`config.mk`:
```
export PLATFORM = sky130hd
export DESIGN_NAME = apc_detect_ctrl
export DESIGN_NICKNAME = d
export VERILOG_FILES = /design/src/rtl/apc_pkg.sv /design/src/rtl/apc_metric_cmp.sv /design/src/rtl/apc_detect_ctrl.sv
export SDC_FILE = /design/constraint.sdc
export NUM_CORES = 1
export LEC_CHECK = 0
export CORE_MARGIN = 8
export CORE_UTILIZATION = 60
export DETAILED_ROUTE_END_ITERATION = 8
export PLACE_DENSITY_LB_ADDON = 0.25
export SYNTH_ARGS = -nofsm -noshare
export SYNTH_HDL_FRONTEND = slang
export SYNTH_SLANG_ARGS = --single-unit
```
`constraint.sdc`:
```
create_clock -name i_clk -period 13.9 [get_ports i_clk]
set_clock_uncertainty 0.05 [all_clocks]
set_input_delay 4.17 -clock i_clk [delete_from_list [all_inputs] [get_ports i_clk]]
set_output_delay 4.17 -clock i_clk [all_outputs]
set_load 0.1 [all_outputs]
```
`src/rtl/apc_pkg.sv`:
```
// Shared types and constants for the APC detection controller.
package apc_pkg;

  localparam int OUTPUT_WIDTH = 39;
  localparam int THRESH_FRAC  = 8;

  typedef enum logic [2:0] {
    DISABLED = 3'd0,
    WARMUP   = 3'd1,
    SEARCH   = 3'd2,
    PLATEAU  = 3'd3,
    HOLDOFF  = 3'd4
  } apc_state_t;

endpackage

```
`src/rtl/apc_metric_cmp.sv`:
```
// Two-stage magnitude estimate and threshold compare of APC autocorrelation
// against scaled power. Each stage advances only on its own sample strobe.
module apc_metric_cmp
  import apc_pkg::*;
#(
  parameter int OUTPUT_WIDTH = apc_pkg::OUTPUT_WIDTH
) (
  input  logic                           i_clk,
  input  logic                           i_rst_n,
  input  logic                           i_clear,
  input  logic                           i_valid,
  input  logic signed [OUTPUT_WIDTH-1:0] i_acorr_re,
  input  logic signed [OUTPUT_WIDTH-1:0] i_acorr_im,
  input  logic        [OUTPUT_WIDTH-1:0] i_power,
  input  logic        [THRESH_FRAC-1:0]  i_thresh,
  input  logic        [OUTPUT_WIDTH-1:0] i_min_power,
  output logic                           o_above,
  output logic                           o_strobe
);

  localparam int PW = OUTPUT_WIDTH + THRESH_FRAC + 1;

  logic [OUTPUT_WIDTH-1:0] abs_re, abs_im, mag_max, mag_min;
  logic [OUTPUT_WIDTH:0]   mag_next;
  logic [OUTPUT_WIDTH:0]   s1_mag;
  logic [OUTPUT_WIDTH-1:0] s1_power;
  logic                    s1_pwr_ok;
  logic                    s1_valid;
  logic [PW-1:0]           lhs, rhs;

  // Magnitude approximation max + min/2; the unsigned abs keeps 2^(W-1) intact.
  always_comb begin
    abs_re   = i_acorr_re[OUTPUT_WIDTH-1] ? -i_acorr_re : i_acorr_re;
    abs_im   = i_acorr_im[OUTPUT_WIDTH-1] ? -i_acorr_im : i_acorr_im;
    mag_max  = (abs_re >= abs_im) ? abs_re : abs_im;
    mag_min  = (abs_re >= abs_im) ? abs_im : abs_re;
    mag_next = {1'b0, mag_max} + {1'b0, mag_min >> 1};
  end

  // Exact unsigned compare of mag*2^THRESH_FRAC against thresh*power.
  always_comb begin
    lhs = {s1_mag, {THRESH_FRAC{1'b0}}};
    rhs = PW'(i_thresh) * PW'(s1_power);
  end

  // Pipeline registers: stage 1 on i_valid, stage 2 on the delayed strobe.
  always_ff @(posedge i_clk or negedge i_rst_n) begin
    if (!i_rst_n) begin
      s1_valid  <= 1'b0;
      s1_mag    <= '0;
      s1_power  <= '0;
      s1_pwr_ok <= 1'b0;
      o_strobe  <= 1'b0;
      o_above   <= 1'b0;
    end else if (i_clear) begin
      s1_valid  <= 1'b0;
      s1_mag    <= '0;
      s1_power  <= '0;
      s1_pwr_ok <= 1'b0;
      o_strobe  <= 1'b0;
      o_above   <= 1'b0;
    end else begin
      s1_valid <= i_valid;
      if (i_valid) begin
        s1_mag    <= mag_next;
        s1_power  <= i_power;
        s1_pwr_ok <= (i_power >= i_min_power);
      end
      o_strobe <= s1_valid;
      if (s1_valid) begin
        o_above <= (lhs >= rhs) && s1_pwr_ok;
      end
    end
  end

endmodule

```
`src/rtl/apc_detect_ctrl.sv`:
```
// APC detection sequencer: warm-up, plateau search, detect pulse and hold-off,
// with APC window flush on enable and after every detect.
module apc_detect_ctrl
  import apc_pkg::*;
#(
  parameter int          OUTPUT_WIDTH   = apc_pkg::OUTPUT_WIDTH,
  parameter int unsigned WARMUP_SAMPLES = 200,
  parameter int          CNT_WIDTH      = 16
) (
  input  logic                           i_clk,
  input  logic                           i_rst_n,
  input  logic                           i_enable,
  input  logic        [7:0]              i_thresh,
  input  logic        [OUTPUT_WIDTH-1:0] i_min_power,
  input  logic        [CNT_WIDTH-1:0]    i_min_run,
  input  logic        [CNT_WIDTH-1:0]    i_holdoff,
  input  logic signed [OUTPUT_WIDTH-1:0] i_acorr_re,
  input  logic signed [OUTPUT_WIDTH-1:0] i_acorr_im,
  input  logic        [OUTPUT_WIDTH-1:0] i_power,
  input  logic                           i_valid,
  output logic                           o_apc_flush,
  output logic                           o_detect,
  output logic        [CNT_WIDTH-1:0]    o_run_len,
  output logic        [2:0]              o_state
);

  localparam int                   CW1       = CNT_WIDTH + 1;
  localparam logic [CNT_WIDTH-1:0] CNT_ONE   = CNT_WIDTH'(1);
  localparam logic [CW1-1:0]       CW1_ONE   = CW1'(1);
  localparam logic [CW1-1:0]       WARM_LAST = CW1'(WARMUP_SAMPLES);

  apc_state_t           state, state_d;
  logic [CNT_WIDTH-1:0] run_q, run_d, hold_q, hold_d, warm_q, warm_d;
  logic [CNT_WIDTH-1:0] run_len_d, min_run_eff;
  logic [CW1-1:0]       warm_inc, hold_inc;
  logic                 detect_d, flush_d;
  logic                 flag_above, flag_strobe;
  logic                 metric_clear;

  assign metric_clear = ~i_enable;
  assign o_state      = state;

  apc_metric_cmp #(
    .OUTPUT_WIDTH(OUTPUT_WIDTH)
  ) u_metric (
    .i_clk       (i_clk),
    .i_rst_n     (i_rst_n),
    .i_clear     (metric_clear),
    .i_valid     (i_valid),
    .i_acorr_re  (i_acorr_re),
    .i_acorr_im  (i_acorr_im),
    .i_power     (i_power),
    .i_thresh    (i_thresh),
    .i_min_power (i_min_power),
    .o_above     (flag_above),
    .o_strobe    (flag_strobe)
  );

  // Next-state, counter and output decode; disable overrides everything.
  always_comb begin
    state_d     = state;
    run_d       = run_q;
    hold_d      = hold_q;
    warm_d      = warm_q;
    run_len_d   = o_run_len;
    detect_d    = 1'b0;
    flush_d     = 1'b0;
    min_run_eff = (i_min_run == '0) ? CNT_ONE : i_min_run;
    warm_inc    = {1'b0, warm_q} + CW1_ONE;
    hold_inc    = {1'b0, hold_q} + CW1_ONE;

    if (!i_enable) begin
      state_d = DISABLED;
      run_d   = '0;
      hold_d  = '0;
      warm_d  = '0;
    end else begin
      case (state)
        DISABLED: begin
          flush_d = 1'b1;
          warm_d  = '0;
          state_d = WARMUP;
        end
        WARMUP: begin
          if (flag_strobe) begin
            warm_d = warm_inc[CNT_WIDTH-1:0];
            if (warm_inc >= WARM_LAST) state_d = SEARCH;
          end
        end
        SEARCH: begin
          if (flag_strobe && flag_above) begin
            run_d   = CNT_ONE;
            state_d = PLATEAU;
          end
        end
        PLATEAU: begin
          if (flag_strobe) begin
            if (flag_above) begin
              if (run_q != '1) run_d = run_q + CNT_ONE;
            end else if (run_q >= min_run_eff) begin
              detect_d  = 1'b1;
              flush_d   = 1'b1;
              run_len_d = run_q;
              hold_d    = '0;
              state_d   = HOLDOFF;
            end else begin
              state_d = SEARCH;
            end
          end
        end
        HOLDOFF: begin
          if (flag_strobe) begin
            hold_d = hold_inc[CNT_WIDTH-1:0];
            if (hold_inc >= {1'b0, i_holdoff}) begin
              warm_d  = '0;
              state_d = WARMUP;
            end
          end
        end
        default: state_d = DISABLED;
      endcase
    end
  end

  // State, counters and registered outputs.
  always_ff @(posedge i_clk or negedge i_rst_n) begin
    if (!i_rst_n) begin
      state       <= DISABLED;
      run_q       <= '0;
      hold_q      <= '0;
      warm_q      <= '0;
      o_run_len   <= '0;
      o_detect    <= 1'b0;
      o_apc_flush <= 1'b0;
    end else begin
      state       <= state_d;
      run_q       <= run_d;
      hold_q      <= hold_d;
      warm_q      <= warm_d;
      o_run_len   <= run_len_d;
      o_detect    <= detect_d;
      o_apc_flush <= flush_d;
    end
  end

endmodule
```
==> results.py, run 1 <==
metrics = {
    "status": {
        "outcome": "completed",
    },
    "placement": {
        "post-dp-hpwl_um": 50200,
        "port_buffers": 220,
        "globalplace.congestion": 0.909,
    },
    "logic_synthesis": {
        "ys_types": 82,
        "postSynthCellCount": 2899,
        "postSynthNetCount": 3582,
        "ys_ff_latch": 152,
        "sequential_share_of_the_synthesized_area_pct": 15.4,
        "synth-async-reset-ratio_pct": 100,
        "main_combinational_cell_family_by_area_after_synthesis": "adder cells",
        "post_synth_instance_area_mm2": 0.0248,
        "synth.yosys.warnings": 0,
        "post_synth_and_or_nand_nor_area_fraction_pct": 19.2,
        "yosys.area_share.xor_xnor_pct": 5.82,
        "synth.mux.area_fraction_pct": 6.24,
        "avgSynthCellArea_um2": 8.54,
        "edff_count_synth": 0,
        "top_reg_cell_synth": "sky130_fd_sc_hd__dfrtp_1",
        "synth-adder-area-share_pct": 31.2,
        "fraction_of_the_mapped_netlist_area_in_compound_gates_pct": 14.8,
    },
    "setup_path": {
        "crit_path_max_fanout": 53,
        "worst_ep_arrival_ns": 12.67,
        "crit_path_start_kind": "input pin",
        "critical_path_class": "input pin to flip-flop",
        "timing.critical_path.mode_cell": "sky130_fd_sc_hd__nor2_1",
        "critical_path.max_stage_delay_ns": 0.98,
        "rr_worst_depth": 23,
        "worstPathRequired_ns": 14.19,
        "worst_setup_path_end_kind": "flip-flop",
        "crit_slowest_cell": "sky130_fd_sc_hd__a2111oi_0",
    },
    "clock_network": {
        "clkSlewWorstSetupHoldPaths_ns": 0.08,
        "tritoncts.num_buffers": 17,
        "clock_tree.htree_level_count": 4,
        "clk_root_buffer_cell": "sky130_fd_sc_hd__clkbuf_16",
        "clock_latency_ns": 0.46,
        "tritoncts": "yes",
        "count_of_cells_resized_by_post_cts_repair": 0,
        "cts_hold_buffers": 0,
        "maximum_buffer_depth_of_the_clock_tree": 2,
        "number_of_buffers_added_for_setup_after_cts": 0,
        "clock-sinks": 152,
    },
    "final_layout": {
        "area_growth_pct": 13.0,
        "post_route_cells_drive_above_1_share_pct": 3.56,
        "final_common_cell": "sky130_fd_sc_hd__inv_1",
        "layout.nets": 3735,
        "num-fill-cells": 3298,
        "layout.cells.most_common_list": "386 x sky130_fd_sc_hd__inv_1, 260 x sky130_fd_sc_hd__ha_1, 255 x sky130_fd_sc_hd__and2_1",
        "layout.core_utilization_pct": 68.5,
    },
    "grt": {
        "remaining_global_route_overflow": 0,
        "wire_length_of_the_first_global_routing_pass_um": 107000,
        "groute.usage.overall_pct": 26.9,
        "grt_antenna_before_repair": 0,
        "largest_net_degree_at_the_start_of_global_routing": 92,
        "first_global_vias": 22490,
    },
    "timing": {
        "final_min_period_ns": 12.38,
        "maxSlewHeadroom_pct": 22.3,
        "timing.setup.tns_ns": 0,
        "achievable-frequency_ghz": 0.0807,
        "setup_repair_after_global_routing_missed_its_margin": "no",
        "tightestPinTransition_ns": 1.14,
        "final_hold_viol_count": 0,
        "final-max-slew-violation-count": 0,
        "final_critical_path_share_of_the_clock_period_pct": 89.1,
        "timing.final.setup_violations": 0,
    },
    "drt": {
        "routed-via-count": 21361,
        "final_antenna_net_count": 0,
        "drt_iter0_drcs": 1411,
        "route.detailed.drc": 0,
        "detail_route.wl_per_cell_um": 17.6,
        "route.detailed.vias_per_inst": 5.94,
        "drtPass1Iterations": 6,
        "routed_wirelength_um": 63100,
    },
    "die": {
        "i_o_pin_cnt": 221,
        "floorplan.initialDensity_pct": 60.7,
        "placeableCoreArea_mm2": 0.0408,
        "dieArea_mm2": 0.0480,
        "die_x_um": 219,
        "dieHeight_um": 219,
        "row_count": 74,
    },
    "min_path": {
        "timing.hold.worst.class": "flip-flop to flip-flop",
        "timing.hold.worst_path_depth": 2,
    },
    "power": {
        "static-leakage-power_uw": 0.0139,
        "power.ir.vdd_worst_uv": 92.6,
        "p_per_area_mw_per_mm2": 94.9,
    },
    "flow_run": {
        "drv.max_cap_violation_count": 0,
    },
}
[registers in the layout, indices dropped and copies added, names as in the netlist]
signal              flops
u_metric.s1_power      39
u_metric.s1_pwr_ok      1
u_metric.s1_valid       1
o_state                 3
o_run_len              16
warm_q                 16
u_metric.o_above        1
u_metric.s1_mag        40
hold_q                 16
o_apc_flush             1
u_metric.o_strobe       1
run_q                  16
o_detect                1
[through the flow]
| step | setup slack (ns) | instances | power, uW | area (um^2) | hold WS (ns) |
|---|---|---|---|---|---|
| after floorplan | 2.81 | 2899 | 1740 | 24800 | 0.400 |
| after global placement | 1.58 | 3565 | 2100 | 27400 | 0.417 |
| after detailed placement | 1.27 | 3565 | 2160 | 27400 | 0.435 |
| after CTS | 1.71 | 3597 | 2660 | 28000 | 0.452 |
| after global routing | 0.977 | 3597 | 2900 | 28000 | 0.476 |
| final | 1.52 | 3598 | 2650 | 28000 | 0.446 |
[worst max-delay path: cells and delay by family]
kind,cells,cell delay [ns]
fa+ha+maj,2,0.74
buf+inv,3,1.13
xor+xnor,1,0.26
mux,1,0.17
compound gates,8,3.11
simple gates,13,3.07
[synthesized netlist by cell type, types with 11 or more instances]
library cell | count | area share (%)
sky130_fd_sc_hd__nor2_1 | 164 | 2.5
sky130_fd_sc_hd__nand2_1 | 190 | 2.9
sky130_fd_sc_hd__a31oi_1 | 18 | 0.45
sky130_fd_sc_hd__and2_1 | 255 | 6.4
sky130_fd_sc_hd__a21o_1 | 82 | 2.5
sky130_fd_sc_hd__nand4_1 | 35 | 0.88
sky130_fd_sc_hd__a211oi_1 | 25 | 0.76
sky130_fd_sc_hd__nand3_1 | 63 | 1.3
sky130_fd_sc_hd__nor3_1 | 31 | 0.63
sky130_fd_sc_hd__a21oi_1 | 132 | 2.7
sky130_fd_sc_hd__mux2_2 | 20 | 0.91
sky130_fd_sc_hd__o21ai_0 | 144 | 2.9
sky130_fd_sc_hd__clkbuf_1 | 79 | 1.2
sky130_fd_sc_hd__ha_1 | 260 | 13
sky130_fd_sc_hd__o21a_1 | 17 | 0.52
sky130_fd_sc_hd__xnor2_1 | 63 | 2.2
sky130_fd_sc_hd__inv_1 | 386 | 5.8
sky130_fd_sc_hd__xor2_1 | 98 | 3.5
sky130_fd_sc_hd__nor4_1 | 13 | 0.33
sky130_fd_sc_hd__and3_1 | 19 | 0.48
sky130_fd_sc_hd__buf_1 | 20 | 0.30
sky130_fd_sc_hd__o21bai_1 | 11 | 0.33
sky130_fd_sc_hd__or3_1 | 15 | 0.38
sky130_fd_sc_hd__nand2b_1 | 25 | 0.63
sky130_fd_sc_hd__fa_1 | 223 | 18
sky130_fd_sc_hd__o31ai_1 | 40 | 1.2
sky130_fd_sc_hd__nor2b_1 | 28 | 0.71
sky130_fd_sc_hd__o41ai_1 | 13 | 0.46
sky130_fd_sc_hd__o211ai_1 | 11 | 0.33
sky130_fd_sc_hd__dfrtp_1 | 152 | 15
sky130_fd_sc_hd__mux2i_1 | 132 | 5.3
[final timing paths]
path	from	endpoint	slack, ns
worst max-delay path	i_acorr_re[4]	u_metric.s1_mag[37]	1.52
worst min-delay path	hold_q[10]	hold_q[10]	0.45
worst max register to register	u_metric.s1_power[7]	u_metric.o_above	6.38
worst min register to register	hold_q[10]	hold_q[10]	0.45
max in group asynchronous	i_rst_n	u_metric.s1_mag[11]	8.58
min in group asynchronous	i_rst_n	o_run_len[13]	3.72
[report_power, final]
part	switching, uW	total, uW	leakage (uW)	internal [uW]
Clock	224	484	0.000296	259
Combinational	927	1620	0.0116	695
Sequential	58.2	549	0.00206	491
Total	1210	2650	0.0139	1440
[cells by family after synthesis]
kind of cell / count (synthesis)
compound gates: 564
buf+inv: 490
mux: 152
xor+xnor: 163
fa+ha+maj: 484
flops: 152
simple gates: 894
[per-layer routing]
metal	GRT usage (%)	part of all wire, %	vias to the layer above
li1	-	-	10124
met1	31.8	40	10531
met2	49.3	53	584
met3	3.97	4.6	122
met4	8.94	2.5	0
met5	0	0	-
[layout make-up]
type	count	area, um^2	share of cell area (%)
multi-input cells	2257	19100	68.4
flip-flops and latches	152	3800	13.6
repair buffers	237	2330	8.32
inverters	387	1450	5.19
well taps	532	666	2.38
clock buffers	18	439	1.57
clock inverters	14	154	0.550
diodes	1	2.50	0.00894
No activity file was read; power rests on OpenSTA's default activity.
==> run 2: changes to the inputs <==
--- a/config.mk
+++ b/config.mk
@@ -5,6 +5,7 @@
 export SDC_FILE = /design/constraint.sdc
 export NUM_CORES = 1
 export LEC_CHECK = 0
+export CORE_ASPECT_RATIO = 2
 export CORE_MARGIN = 8
 export CORE_UTILIZATION = 60
 export DETAILED_ROUTE_END_ITERATION = 8
==> constraint.sdc (replaced) <==
create_clock -name i_clk -period 13.1 [get_ports i_clk]
set_clock_uncertainty 0.05 [all_clocks]
set_input_delay 3.93 -clock i_clk [delete_from_list [all_inputs] [get_ports i_clk]]
set_output_delay 3.93 -clock i_clk [all_outputs]
set_load 0.1 [all_outputs]
==> results.py, run 2 (synthesis gave the netlist of run 1 again) <==
metrics = {
    "status": {
        "outcome": "completed",
    },
    "min_path": {
        "whs_endpoint": "u_metric.s1_mag[27]",
        "hold_start": "u_metric.s1_mag[27]",
        "timing.hold.worst.class": "flip-flop to flip-flop",
        "timing.hold.worst_path_depth": 2,
    },
    "die": {
        "placeableCoreArea_mm2": 0.0409,
        "dieHeight_um": 303,
        "row_count": 105,
        "floorplan.initialDensity_pct": 60.6,
        "i_o_pin_cnt": 221,
        "die_x_um": 160,
        "dieArea_mm2": 0.0484,
    },
    "setup_path": {
        "worstPathRequired_ns": 13.40,
        "crit_slowest_cell": "sky130_fd_sc_hd__a2111oi_0",
        "timing.rr.start": "u_metric.s1_power[4]",
        "worst_ep_arrival_ns": 12.31,
        "reg2reg_to": "u_metric.o_above",
        "crit_path_start_kind": "input pin",
        "worst_setup_path_end_kind": "flip-flop",
        "r2r_setup_slack_ns": 5.65,
        "critical_path_class": "input pin to flip-flop",
        "crit_path_max_fanout": 34,
        "rr_worst_depth": 27,
        "critical_path.max_stage_delay_ns": 0.85,
    },
    "clock_network": {
        "clock_tree.htree_level_count": 4,
        "clk_root_buffer_cell": "sky130_fd_sc_hd__clkbuf_16",
        "count_of_cells_resized_by_post_cts_repair": 0,
        "maximum_buffer_depth_of_the_clock_tree": 2,
        "clkSlewWorstSetupHoldPaths_ns": 0.07,
        "cts_hold_buffers": 0,
        "number_of_buffers_added_for_setup_after_cts": 0,
        "clock-sinks": 152,
        "clock_latency_ns": 0.47,
        "tritoncts.num_buffers": 17,
        "tritoncts": "yes",
    },
    "placement": {
        "port_buffers": 220,
        "post-dp-hpwl_um": 57100,
        "globalplace.congestion": 0.954,
        "number_of_placed_instances_with_taps_included": 3583,
    },
    "power": {
        "p_per_area_mw_per_mm2": 102,
        "power.ir.vdd_worst_uv": 96.2,
        "static-leakage-power_uw": 0.0140,
    },
    "grt": {
        "grt_antenna_before_repair": 1,
        "grt_use_met3_pct": 4.06,
        "top_usage_layer": "met2",
        "wire_length_of_the_first_global_routing_pass_um": 114000,
        "largest_net_degree_at_the_start_of_global_routing": 81,
        "groute.usage.overall_pct": 29.1,
        "remaining_global_route_overflow": 0,
        "first_global_vias": 23365,
        "gr-usage-met2_pct": 56.4,
        "grtUsageMet1_pct": 27.7,
    },
    "timing": {
        "final_min_period_ns": 12.01,
        "achievable-frequency_ghz": 0.0833,
        "final_critical_path_share_of_the_clock_period_pct": 91.7,
        "maxSlewHeadroom_pct": 8.33,
        "timing.final.setup_violations": 0,
        "final-max-slew-violation-count": 0,
        "tightestPinTransition_ns": 1.37,
        "setup_repair_after_global_routing_missed_its_margin": "no",
        "timing.setup.tns_ns": 0,
        "final_hold_viol_count": 0,
    },
    "final_layout": {
        "largest_register": "u_metric.s1_mag",
        "reg.largest.list": "u_metric.s1_mag (40), u_metric.s1_power (39)",
        "layoutNonFillerInstCount": 3613,
        "layout.cells.most_common_list": "386 x sky130_fd_sc_hd__inv_1, 260 x sky130_fd_sc_hd__ha_1, 255 x sky130_fd_sc_hd__and2_1",
        "layout.core_utilization_pct": 68.8,
        "layout.nets": 3750,
        "post_route_cells_drive_above_1_share_pct": 3.96,
        "diodes": 0,
        "largest_reg_flops": 40,
        "final_common_cell": "sky130_fd_sc_hd__inv_1",
        "area_growth_pct": 13.4,
    },
    "flow_run": {
        "drv.max_cap_violation_count": 0,
    },
    "drt": {
        "drtPass1Iterations": 5,
        "routed-via-count": 21574,
        "route.detailed.drc": 0,
        "routed_wirelength_um": 69500,
        "drt_iter0_drcs": 870,
        "detail_route.wl_per_cell_um": 19.2,
        "final_antenna_net_count": 0,
        "route.detailed.vias_per_inst": 5.97,
    },
}
-- run 2: changes by cell type in the layout (fill, tap and decap cells not counted), moves of 2 or more --
cell                        before  now
sky130_fd_sc_hd__buf_4          18   33
sky130_fd_sc_hd__bufinv_16       1    3
sky130_fd_sc_hd__clkinv_2        2    4
sky130_fd_sc_hd__inv_8           4    0
sky130_fd_sc_hd__inv_6           4    1
-- run 2: cell type report --
class	count	area, um^2
inverter	387	1450
tap	535	669
multi-input combinational	2257	19100
timing repair buffer	252	2440
fill	3328	12800
sequential	152	3800
clock inverter	12	153
clock buffer	18	439
-- run 2: worst max-delay path by stage --
| stage | start | endpoint | slack (ns) | depth (start not counted) |
|---|---|---|---|---|
| floorplan | i_acorr_re[4] | u_metric.s1_mag[37] | 2.25 | 29 |
| global placement | i_acorr_re[4] | u_metric.s1_mag[37] | 0.59 | 30 |
| detailed placement | i_acorr_re[4] | u_metric.s1_mag[37] | 0.65 | 30 |
| CTS | i_acorr_re[4] | u_metric.s1_mag[37] | 1.10 | 30 |
| global route | i_acorr_re[2] | u_metric.s1_mag[37] | 0.65 | 30 |
| finish | i_acorr_re[4] | u_metric.s1_mag[37] | 1.09 | 30 |
-- run 2: metal layers --
| metal | up-vias | share of wire (%) |
|---|---|---|
| met1 | 10499 | 35 |
| met5 | - | 0 |
| met3 | 261 | 4.0 |
| li1 | 10141 | - |
| met2 | 673 | 54 |
| met4 | 0 | 7.1 |
-- run 2: metrics by stage --
| step | hold slack (ns) | total power (uW) | instance area [um^2] | setup WS [ns] |
|---|---|---|---|---|
| 2_1_floorplan | 0.400 | 1850 | 24800 | 2.25 |
| 3_3_place_gp | 0.415 | 2270 | 27500 | 0.585 |
| 3_5_place_dp | 0.431 | 2330 | 27500 | 0.645 |
| 4_1_cts | 0.450 | 2870 | 28100 | 1.10 |
| 5_1_grt | 0.474 | 3100 | 28100 | 0.653 |
| 6_report | 0.445 | 2870 | 28100 | 1.09 |
-- run 2: worst max-delay path, delay by kind of cell --
family | cells | cell delay (ns)
adders and majority gates | 2 | 0.74
xor gates and xnor gates | 1 | 0.32
AOI/OAI and AO/OA | 8 | 2.61
buffers and inverters | 5 | 1.51
muxes | 1 | 0.18
and+or+nand+nor | 13 | 3.01
-- run 2: where the power goes --
part           internal (uW)  switching [uW]  leakage, uW  total [uW]
Sequential               521            62.7      0.00206         583
Combinational            752            1010       0.0116        1760
Clock                    302             223     0.000292         525
Total                   1570            1290       0.0140        2870
==> run 3: changes to the inputs <==
--- a/config.mk
+++ b/config.mk
@@ -8,6 +8,7 @@
 export CORE_ASPECT_RATIO = 2
 export CORE_MARGIN = 8
 export CORE_UTILIZATION = 60
+export CTS_CLUSTER_SIZE = 14
 export DETAILED_ROUTE_END_ITERATION = 8
 export PLACE_DENSITY_LB_ADDON = 0.25
 export SYNTH_ARGS = -nofsm -noshare
==> results of run 3 <==
The final DEF is identical to that of run 2; final timing and power are the same.
